**src/rtl/exe_mem_pipe_buffer.sv**
```systemverilog
// -----------------------------------------------------------------------------
// exe_mem_pipe_buffer
//
// Elastic EXE->MEM pipeline stage. It holds up to DEPTH retired EXE entries in a
// circular buffer, so EXE can keep retiring while MEM stalls on a data-memory or
// stack access. Transfers on both sides use a valid/ready handshake. A flush
// discards every buffered entry, and the current occupancy is reported on count.
//
// Parameters
//   DATA_W      width of alu_result / reg2_val
//   REG_ADDR_W  width of the destination register index
//   DEPTH       number of buffer entries (>= 1, any value, not only powers of 2)
//   CNT_W       width of count; must be able to hold the value DEPTH
//
// Ports
//   clk, rst            clock; synchronous active-low reset
//   flush               drop all buffered entries (branch/exception)
//   in_valid/in_ready   EXE-side handshake
//   *_in                EXE entry: control bits, alu result, store data, dest
//   out_valid/out_ready MEM-side handshake for the head entry
//   wb_en..dest         head entry, forced to 0 while the buffer is empty
//   count               current occupancy, 0..DEPTH
// -----------------------------------------------------------------------------
module exe_mem_pipe_buffer #(
    parameter int DATA_W     = 32,
    parameter int REG_ADDR_W = 4,
    parameter int DEPTH      = 2,
    parameter int CNT_W      = 2
) (
    input  logic                  clk,
    input  logic                  rst,
    input  logic                  flush,

    input  logic                  in_valid,
    output logic                  in_ready,
    input  logic                  wb_en_in,
    input  logic                  mem_read_in,
    input  logic                  mem_write_in,
    input  logic                  push_en_in,
    input  logic                  pop_en_in,
    input  logic [DATA_W-1:0]     alu_result_in,
    input  logic [DATA_W-1:0]     reg2_val_in,
    input  logic [REG_ADDR_W-1:0] dest_in,

    output logic                  out_valid,
    input  logic                  out_ready,
    output logic                  wb_en,
    output logic                  mem_read,
    output logic                  mem_write,
    output logic                  push_en,
    output logic                  pop_en,
    output logic [DATA_W-1:0]     alu_result,
    output logic [DATA_W-1:0]     reg2_val,
    output logic [REG_ADDR_W-1:0] dest,

    output logic [CNT_W-1:0]      count
);

    localparam int               PTR_W    = (DEPTH > 1) ? $clog2(DEPTH) : 1;
    localparam int               ENTRY_W  = 5 + 2 * DATA_W + REG_ADDR_W;
    localparam logic [CNT_W-1:0] FULL_CNT = CNT_W'(DEPTH);
    localparam logic [PTR_W-1:0] LAST_PTR = PTR_W'(DEPTH - 1);

    // One entry is kept as a single flat word:
    // {wb_en, mem_read, mem_write, push_en, pop_en, alu_result, reg2_val, dest}
    logic [ENTRY_W-1:0] mem [DEPTH];
    logic [ENTRY_W-1:0] in_entry;
    logic [ENTRY_W-1:0] head;

    logic [PTR_W-1:0]   wr_ptr;
    logic [PTR_W-1:0]   rd_ptr;
    logic [CNT_W-1:0]   count_q;

    logic               do_accept;
    logic               do_release;

    // Pointers wrap explicitly at DEPTH-1 because DEPTH need not be a power of 2.
    function automatic logic [PTR_W-1:0] next_ptr(input logic [PTR_W-1:0] p);
        return (p == LAST_PTR) ? '0 : p + 1'b1;
    endfunction

    assign in_entry = {wb_en_in, mem_read_in, mem_write_in, push_en_in, pop_en_in,
                       alu_result_in, reg2_val_in, dest_in};

    // in_ready is derived from the registered count only, so a full buffer
    // refuses input even when MEM is draining in the same cycle.
    assign in_ready   = (count_q < FULL_CNT);
    assign out_valid  = (count_q != '0);

    assign do_accept  = in_valid  & in_ready  & ~flush;
    assign do_release = out_valid & out_ready & ~flush;

    always_ff @(posedge clk) begin
        if (!rst) begin
            wr_ptr  <= '0;
            rd_ptr  <= '0;
            count_q <= '0;
            // NOTE: the storage is cleared on reset here on purpose, so no stale
            // payload survives a reset; flush below leaves it untouched because
            // empty-buffer outputs are gated to 0 anyway.
            for (int i = 0; i < DEPTH; i++) begin
                mem[i] <= '0;
            end
        end else if (flush) begin
            count_q <= '0;
            rd_ptr  <= wr_ptr;
        end else begin
            // NOTE: every register here uses <=, so the pointer and count updates
            // all see the pre-edge values and may be written in any order.
            if (do_accept) begin
                mem[wr_ptr] <= in_entry;
                wr_ptr      <= next_ptr(wr_ptr);
            end
            if (do_release) begin
                rd_ptr <= next_ptr(rd_ptr);
            end
            case ({do_accept, do_release})
                2'b10:   count_q <= count_q + 1'b1;
                2'b01:   count_q <= count_q - 1'b1;
                default: count_q <= count_q;
            endcase
        end
    end

    // Payload is gated with out_valid so MEM never sees stale control bits
    // (e.g. a leftover mem_write) while the buffer is empty.
    assign head = mem[rd_ptr] & {ENTRY_W{out_valid}};

    assign {wb_en, mem_read, mem_write, push_en, pop_en,
            alu_result, reg2_val, dest} = head;

    assign count = count_q;

endmodule
```
**config.mk**
```make
export PLATFORM = sky130hd
export DESIGN_NAME = exe_mem_pipe_buffer
export DESIGN_NICKNAME = d
export VERILOG_FILES = /design/src/rtl/exe_mem_pipe_buffer.sv
export SDC_FILE = /design/constraint.sdc
export NUM_CORES = 1
export LEC_CHECK = 0
export ABC_AREA = 1
export CAP_MARGIN = 20
export CELL_PAD_IN_SITES_DETAIL_PLACEMENT = 1
export CELL_PAD_IN_SITES_GLOBAL_PLACEMENT = 2
export CORE_ASPECT_RATIO = 0.7
export CORE_MARGIN = 2
export CORE_UTILIZATION = 29
export CTS_CLUSTER_DIAMETER = 100
export DETAILED_ROUTE_END_ITERATION = 6
export PLACE_DENSITY = 0.78
export SLEW_MARGIN = 30
export SYNTH_ARGS = -nofsm -noshare
export SYNTH_HDL_FRONTEND = slang
export SYNTH_SLANG_ARGS = --single-unit
```
**constraint.sdc**
```tcl
create_clock -name clk -period 3 [get_ports clk]
set_input_delay 0.3 -clock clk [delete_from_list [all_inputs] [get_ports clk]]
set_output_delay 0.3 -clock clk [all_outputs]
set_load 0.02 [all_outputs]
```
======== Yosys cells after proc, flatten, opt, wreduce, memory -nomap -nowiden ========
Memories as Yosys holds them, arrays and structs flattened. A register that Yosys moved wholly into a read port is not among the register bits.
Index checks and enable logic that the tools add are counted.
storage, ports and cells
  output and inout bits ................... 77
  bits in writable memories ............... 146
  memories kept ........................... 1
  register bits ........................... 4
  latch bits .............................. 0
  memory bits (read-only) ................. 0
  bits of input ports ..................... 78
  word-level logic and storage cells ...... 39
cells by class
  $add $sub $neg .......................... 4
  reductions and logical operators ........ 6
  equal/unequal tests ..................... 2
  shift-type cells ........................ 0
  magnitude comparators ................... 1
  bitwise gates (word level) .............. 7
  mux-type cells .......................... 15
  multipliers ............................. 0
  div/mod/pow operators ................... 0
memory list
  name  depth  bits a word  read ports  clocked after memory_dff  wr ports  line  text
  mem   2      73           1           1                         2         66    logic [ENTRY_W-1:0] mem [DEPTH];
operator list
  kind                                                                count
  73-bit bitwise AND                                                  1
  73-bit two-way mux                                                  1
  73-bit OR reduction                                                 1
  1-bit two-way mux                                                   13
  2-bit nonzero test                                                  3
  1-bit bitwise AND                                                   4
  2-bit case mux with 2 select lines                                  1
  1-bit adder, second input constant                                  2
  2-bit by 1-bit adder with 2-bit output, second input constant       1
  2-bit by 1-bit == test with 1-bit output, second input constant     1
  2-bit == test, second input constant                                1
  2-bit < comparator, second input constant                           1
  1-bit NOT                                                           2
  2-bit AND reduction                                                 1
  2-bit OR reduction                                                  1
  2-bit by 1-bit subtractor with 2-bit output, second input constant  1

======== Logic depth before layout (Yosys ltp) ========
Gate-level depths: netlist of run 1.
  depth after elaboration ................. 9
  depth in mapped cells ................... 8
  gate-level depth less buffers ........... 8

======== Worst setup path before layout of run 1 ========
No wires, ideal clock.
  path kind ............................... flip-flop to flip-flop
  start ................................... reg count_q[1] (netlist: count[1])
  end ..................................... mem mem[1][0] (netlist bit) (enable)
  cell stages (with the launch flop) ...... 8
  clock period less this slack ............ 3.095 ns
  arrival time ............................ 2.346 ns
  setup slack ............................. -0.095 ns
  buffers on the path ..................... 2
  setup time .............................. 0.749 ns
  required time ........................... 2.251 ns
  path through ............................ dfxtp_1 -> inv_2 -> nand3_4 -> inv_2 -> nand3_2 -> buf_6 -> buf_8 -> nand2_1
RTL lines
  element                 line  text
  start, declared         72    logic [CNT_W-1:0] count_q;
  start signal, assigned  118   2'b10: count_q <= count_q + 1'b1;
  start signal, assigned  119   2'b01: count_q <= count_q - 1'b1;
  start signal, assigned  120   default: count_q <= count_q;
  end, declared           66

======== Worst setup path in the final report of run 1 ========
  start ................................... reg count_q[1] (netlist: count[1])
  end ..................................... out alu_result[18]
between the ends
  word-level cells in the longest chain between the ends .. 2
ends and longest elaborated chain
  element             line  text
  2-bit nonzero test  88    assign out_valid = (count_q != '0);
  73-bit bitwise AND  127   assign head = mem[rd_ptr] & {ENTRY_W{out_valid}};
  end, declared       52    output logic [DATA_W-1:0] alu_result,
Every way passes these cells.

==> results of run 1 <==
[layout make-up]
class                           instances  area share [%]
Clock inverter                         14            1.47
Timing Repair Buffer                  165            17.9
Multi-Input combinational cell        392            20.9
Sequential cell                       151            47.6
Tap cell                              318            4.22
Antenna cell                            1          0.0265
Inverter                               84            3.34
Clock buffer                           18            4.55
[synth_stat cells (3+ instances only)]
master,number,area (sq um)
a21oi_1,75,375
buf_2,18,90.1
buf_6,6,67.6
buf_8,7,105
clkbuf_1,7,26.3
dfxtp_1,5,100
edfxtp_1,146,4380
inv_1,80,300
inv_2,4,15.0
nand2_1,156,586
nand3_1,3,15.0
nor2_1,43,161
nor2_2,96,601
nor2_4,10,113
[metal layers]
metal  vias to the layer above  share of wire [%]
met5                         -                  0
met4                         0               0.88
li1                       2426                  -
met2                       116                 45
met3                        12                5.1
met1                      2364                 49
[cells by family after synthesis]
family                     count (synthesis)
buffers and inverters                    123
DFF                                      151
xor gates and xnor gates                   1
adders and majority gates                  1
AOI/OAI and AO/OA                         77
and+or+nand+nor                          313
[how the worst max path moves through the flow]
| stage | start | endpoint | slack (ns) |
|---|---|---|---|
| after floorplan | count[1] | mem[1][0] | 0.63 |
| after global placement | count[1] | alu_result[18] | 0.77 |
| after detailed placement | count[1] | alu_result[24] | 0.76 |
| after CTS | count[1] | alu_result[24] | 0.27 |
| after global routing | count[1] | alu_result[18] | 0.21 |
| final | count[1] | alu_result[18] | 0.31 |
[cell usage in the layout (no fill, tap or decap), types with 2 or more instances in the layout]
cell               n
clkdlybuf4s50_1  154
clkinvlp_4         3
inv_2              4
nor2_1            42
nor2_2            96
nand2_1          154
inv_6              5
nand2_4            2
buf_4              6
dfxtp_1            4
clkbuf_16         17
nand3_1            3
nor2_4            11
inv_1             80
nand3_4            3
clkinv_4           3
a21oi_1           75
buf_12             5
edfxtp_1         146
[power groups by stage]
stage          sequential (mW)  combinational [mW]  clock [mW]
6_report                  2.46               0.505        2.08
3_5_place_dp              2.51               0.516           0
3_3_place_gp              2.51               0.513           0
5_1_grt                   2.47               0.560        2.22
4_1_cts                   2.47               0.519        2.14
2_1_floorplan             2.50               0.273           0
[state kept, by name, indices dropped and copies added (netlist names), named ones only]
signal / cells
count: 2
mem: 146
rd_ptr: 1
wr_ptr: 1
[metrics by stage]
step	cells	setup slack (ns)	utilization (%)	power (mW)	area (sq um)
after floorplan	666	0.630	-	2.77	7030
after global placement	1110	0.769	37.4	3.02	8860
after detailed placement	1110	0.758	37.4	3.03	8860
after CTS	1142	0.272	39.8	5.12	9430
after global routing	1142	0.209	39.8	5.25	9430
final	1143	0.309	39.8	5.05	9430
[critical path: stages (launching register included)]
cell and delay, ns:
dfxtp_1 0.50, nor2_4 0.08, buf_4 0.26, buf_4 0.25, a21oi_1 0.20, clkdlybuf4s50_1 0.66
==> results_dict.tcl, run 1 <==
set metrics [dict create \
    outcome "completed" \
    synth-seq-cells 151 \
    coreArea_sq_mm 0.0237 \
    combPwrFrac_pct 10.0 \
    start_util_pct 29.6 \
    drt-initial-drc-count 309 \
    critPathLaunchType "flip-flop" \
    r2r_cells 6 \
    grt_pass1_wl_um 28500 \
    critPathKind "flip-flop to output pin" \
    setup_violations 0 \
    cts_tree "built" \
    report.final.slew_viol_count 0 \
    min-delay-start "wr_ptr" \
    portBuffers 154 \
    layout.nets 890 \
    synth-simple-area-share_pct 21.7 \
    routed_wirelength_um 18100 \
    wl_per_cell_um 15.9 \
    rsz0062_at_grt "no" \
    synthFlopType "edfxtp_1" \
    p_int_mw 3.79 \
    gr-total-overflow 0 \
    cp.arrival_ns 2.39 \
    std_cell_rows 47 \
    gr-usage-met3_pct 3.87 \
    grt_util_met1_pct 20.5 \
    grt_use_met2_pct 23.1 \
    cts_buffer_depth 2 \
    vias 4918 \
    grt_usage_pct 14.8 \
    ir_drop_mv 0.366 \
    min_to "wr_ptr" \
    finalHoldViolations 0 \
    antenna_found_initial 1 \
    synth_edf_count 146 \
    fin_hold_ws_ns 0.526 \
    clkTransAtPathRegs_ns 0.07 \
    hp-class "flip-flop to flip-flop" \
    synth-seq-area-share_pct 63.8 \
    reg2reg_setup_slack_ns 1.22 \
    first_global_vias 5126 \
    clock_sinks 151 \
    syn_inst 666 \
    htree_levels 4 \
    hpwlAfterDp_um 11000 \
    synth-compound-area-share_pct 5.50 \
    die_w_um 190 \
    viasPerCell 4.30 \
    yosysUniqueCellTypes 23 \
    p_sw_share_pct 25.0 \
    slew-limit-headroom_pct 59.0 \
    reg2reg_from "count[1]" \
    ant_nets 0 \
    powerDensity_mw_per_mm2 536 \
    end_kind "output pin" \
    fin_crit_ns 2.69 \
    die-area_sq_mm 0.0255 \
    ctsRootBufferMaster "clkbuf_16" \
    r2r_end "mem[1][10]" \
    drt_first_pass_iters 4 \
    post_cts_buffers 0 \
    clk_latency_ns 0.42 \
    cp.required_ns 2.70 \
    drc 0 \
    switching_power_mw 1.26 \
    regArea_sq_mm 0.00449 \
    whs_path_depth 2 \
    synth_adder_area_share_pct 0.178 \
    synth-xor-area-share_pct 0.125 \
    tns_ns 0 \
    synth_warnings 0 \
    worst_pin_slew_ns 0.615 \
    async_flop_share_pct 0 \
    leakage_nw 3.57 \
    synthToLayoutAreaGrowth_pct 34.2 \
    syn_avg_cell_area_sq_um 10.5 \
    syn_nets 745 \
    grt.busiest_layer "met2" \
    maxCapViolations 0 \
    p_seq_share_pct 48.8 \
    grt_max_degree 75 \
    nFillCells 2651 \
    synthMuxAreaShare_pct 0 \
    pwr-share-clk_pct 41.2 \
    netlist_area_sq_mm 0.00702 \
    synth_top_family_by_area "simple AND/OR/NAND/NOR gates" \
    gp_congestion 0.701 \
    fin_skew_ns 0.0106 \
    fmax_mhz 372 \
    min_period_over_period_pct 89.7 \
    crit_fanout 31 \
    multiInputGateArea_sq_mm 0.00197 \
    hold_buffers 0 \
    cts_resized 0 \
    final_layout_size_suffix_gt1_share_pct 19.3 \
    dieHeight_um 134 \
    cts_made_buffers 17 \
    num_io_pins 155 \
]
(Power assumes the default switching activity.)
==> run 2, diff against run 1 <==
--- a/config.mk
+++ b/config.mk
@@ -7,14 +7,14 @@
 export LEC_CHECK = 0
 export ABC_AREA = 1
 export CAP_MARGIN = 20
-export CELL_PAD_IN_SITES_DETAIL_PLACEMENT = 1
-export CELL_PAD_IN_SITES_GLOBAL_PLACEMENT = 2
+export CELL_PAD_IN_SITES_DETAIL_PLACEMENT = 0
+export CELL_PAD_IN_SITES_GLOBAL_PLACEMENT = 1
 export CORE_ASPECT_RATIO = 0.7
 export CORE_MARGIN = 2
-export CORE_UTILIZATION = 29
+export CORE_UTILIZATION = 35
 export CTS_CLUSTER_DIAMETER = 100
 export DETAILED_ROUTE_END_ITERATION = 6
-export PLACE_DENSITY = 0.78
+export PLACE_DENSITY = 0.77
 export SLEW_MARGIN = 30
 export SYNTH_ARGS = -nofsm -noshare
 export SYNTH_HDL_FRONTEND = slang
==> run 2 against run 1 <==
  * Global-route usage rose by 0.81 points
  * Power is 0.51% lower
  * Hold slack worse by 0.0046 ns
  * Via count decreased by 2.0%
  * Die area decreased by 17%
  * Clock skew fell by 0.0046 ns
  * Cell count fell by 4.2%
  * Clock power about the same
  * Register-to-register slack about the same
  * Final area fell by 0.50%
  * Critical path depth unchanged
  * Largest power group unchanged
==> results_dict.tcl, run 2 (synthesis results as in run 1) <==
set metrics [dict create \
    outcome "completed" \
    min_period_over_period_pct 88.0 \
    final_cell_area_sq_mm 0.00938 \
    gp_congestion 0.772 \
    hold_buffers 0 \
    rsz0062_at_grt "no" \
    std_cell_rows 43 \
    fmax_mhz 379 \
    crit_fanout 19 \
    num_io_pins 155 \
    grt_usage_pct 15.6 \
    post_cts_buffers 0 \
    cts_tree "built" \
    reg2reg_setup_slack_ns 1.23 \
    drc 0 \
    r2r_cells 6 \
    r2r_end "mem[1][61]" \
    drt_first_pass_iters 4 \
    grt_max_degree 75 \
    start_util_pct 35.6 \
    report.final.slew_viol_count 0 \
    tns_ns 0 \
    min-delay-start "wr_ptr" \
    dieHeight_um 123 \
    gr-usage-met3_pct 4.86 \
    ir_drop_mv 0.351 \
    cts_resized 0 \
    reg2reg_from "count[1]" \
    end_kind "output pin" \
    grt_use_met2_pct 24.1 \
    leakage_nw 3.57 \
    die-area_sq_mm 0.0212 \
    die_w_um 173 \
    whs_path_depth 2 \
    maxCapViolations 0 \
    p_total_mw 5.03 \
    layout.nets 891 \
    clk_latency_ns 0.41 \
    cts_buffer_depth 2 \
    min_to "wr_ptr" \
    grt_util_met1_pct 21.5 \
    placed_cell_area_sq_mm 0.00881 \
    critPathKind "flip-flop to output pin" \
    routed_wirelength_um 15900 \
    cts_made_buffers 17 \
    drt-initial-drc-count 367 \
    grt_pass1_wl_um 25400 \
    final_layout_size_suffix_gt1_share_pct 19.0 \
    wl_per_cell_um 14.6 \
    portBuffers 154 \
    hpwlAfterDp_um 9770 \
    clock_sinks 151 \
    synthToLayoutAreaGrowth_pct 33.5 \
    regMostFlops "mem" \
    clkTransAtPathRegs_ns 0.06 \
    gr-total-overflow 0 \
    cp.arrival_ns 2.34 \
    cp.required_ns 2.70 \
    first_global_vias 4921 \
    ctsRootBufferMaster "clkbuf_16" \
    vias 4819 \
    viasPerCell 4.40 \
    fin_crit_ns 2.64 \
    critPathLaunchType "flip-flop" \
    setup_violations 0 \
    ant_nets 0 \
    grt.busiest_layer "met2" \
    antenna_cells 0 \
    antenna_found_initial 0 \
    hp-class "flip-flop to flip-flop" \
    finalHoldViolations 0 \
    final_util_pct 47.5 \
    powerDensity_mw_per_mm2 536 \
    coreArea_sq_mm 0.0197 \
    fin_skew_ns 0.00600 \
    htree_levels 4 \
    nFillCells 1855 \
    worst_pin_slew_ns 0.560 \
    slew-limit-headroom_pct 62.7 \
    final_cell_mix "nand2_1 (154), clkdlybuf4s50_1 (154), edfxtp_1 (146)" \
    largest_register_ff_count 146 \
]
run 2: cell types whose count changed in the layout (fill, tap and decap cells not counted), sizes merged:
cell      delta
inv          -5
buf          +1
diode        -1
clkinvlp     +2
bufinv       +1
clkbuf       +2
run 2: layer usage:
metal	vias up	routed length [um]
met4	0	108
met1	2242	7860
met5	-	0
met3	10	997
li1	2426	-
met2	141	6980
run 2: worst max-delay path, cell delays in order, from the launching register on:
cell and delay (ns):
dfxtp_2 0.34, inv_2 0.28, buf_4 0.30, nand2_1 0.08, a21oi_1 0.26, clkdlybuf4s50_1 0.67
run 2: where the power goes:
part	total, mW	internal [mW]	switching, mW
logic	0.507	0.205	0.301
clock network	2.06	1.22	0.842
registers	2.46	2.43	0.0306
run 2: worst max path at each step:
stage	endpoint
floorplan	mem[1][0]
global placement	mem[1][19]
detailed placement	mem[1][21]
CTS	alu_result[14]
global route	alu_result[10]
finish	alu_result[10]
run 2: final cells by class:
class / count / area, sq um / area share (%)
Timing Repair Buffer: 166 / 1710 / 18.2
Inverter: 84 / 315 / 3.36
Sequential cell: 151 / 4490 / 47.8
Clock inverter: 12 / 129 / 1.37
Tap cell: 270 / 338 / 3.60
Clock buffer: 20 / 437 / 4.66
Multi-Input combinational cell: 392 / 1970 / 21.0
run 2: metrics by stage:
| stage | std cells | setup slack [ns] | hold WS [ns] |
|---|---|---|---|
| finish | 1095 | 0.361 | 0.521 |
| global route | 1095 | 0.190 | 0.549 |
| CTS | 1095 | 0.321 | 0.523 |
| detailed placement | 1063 | 0.731 | 0.514 |
| global placement | 1063 | 0.775 | 0.517 |
| floorplan | 666 | 0.630 | 0.379 |
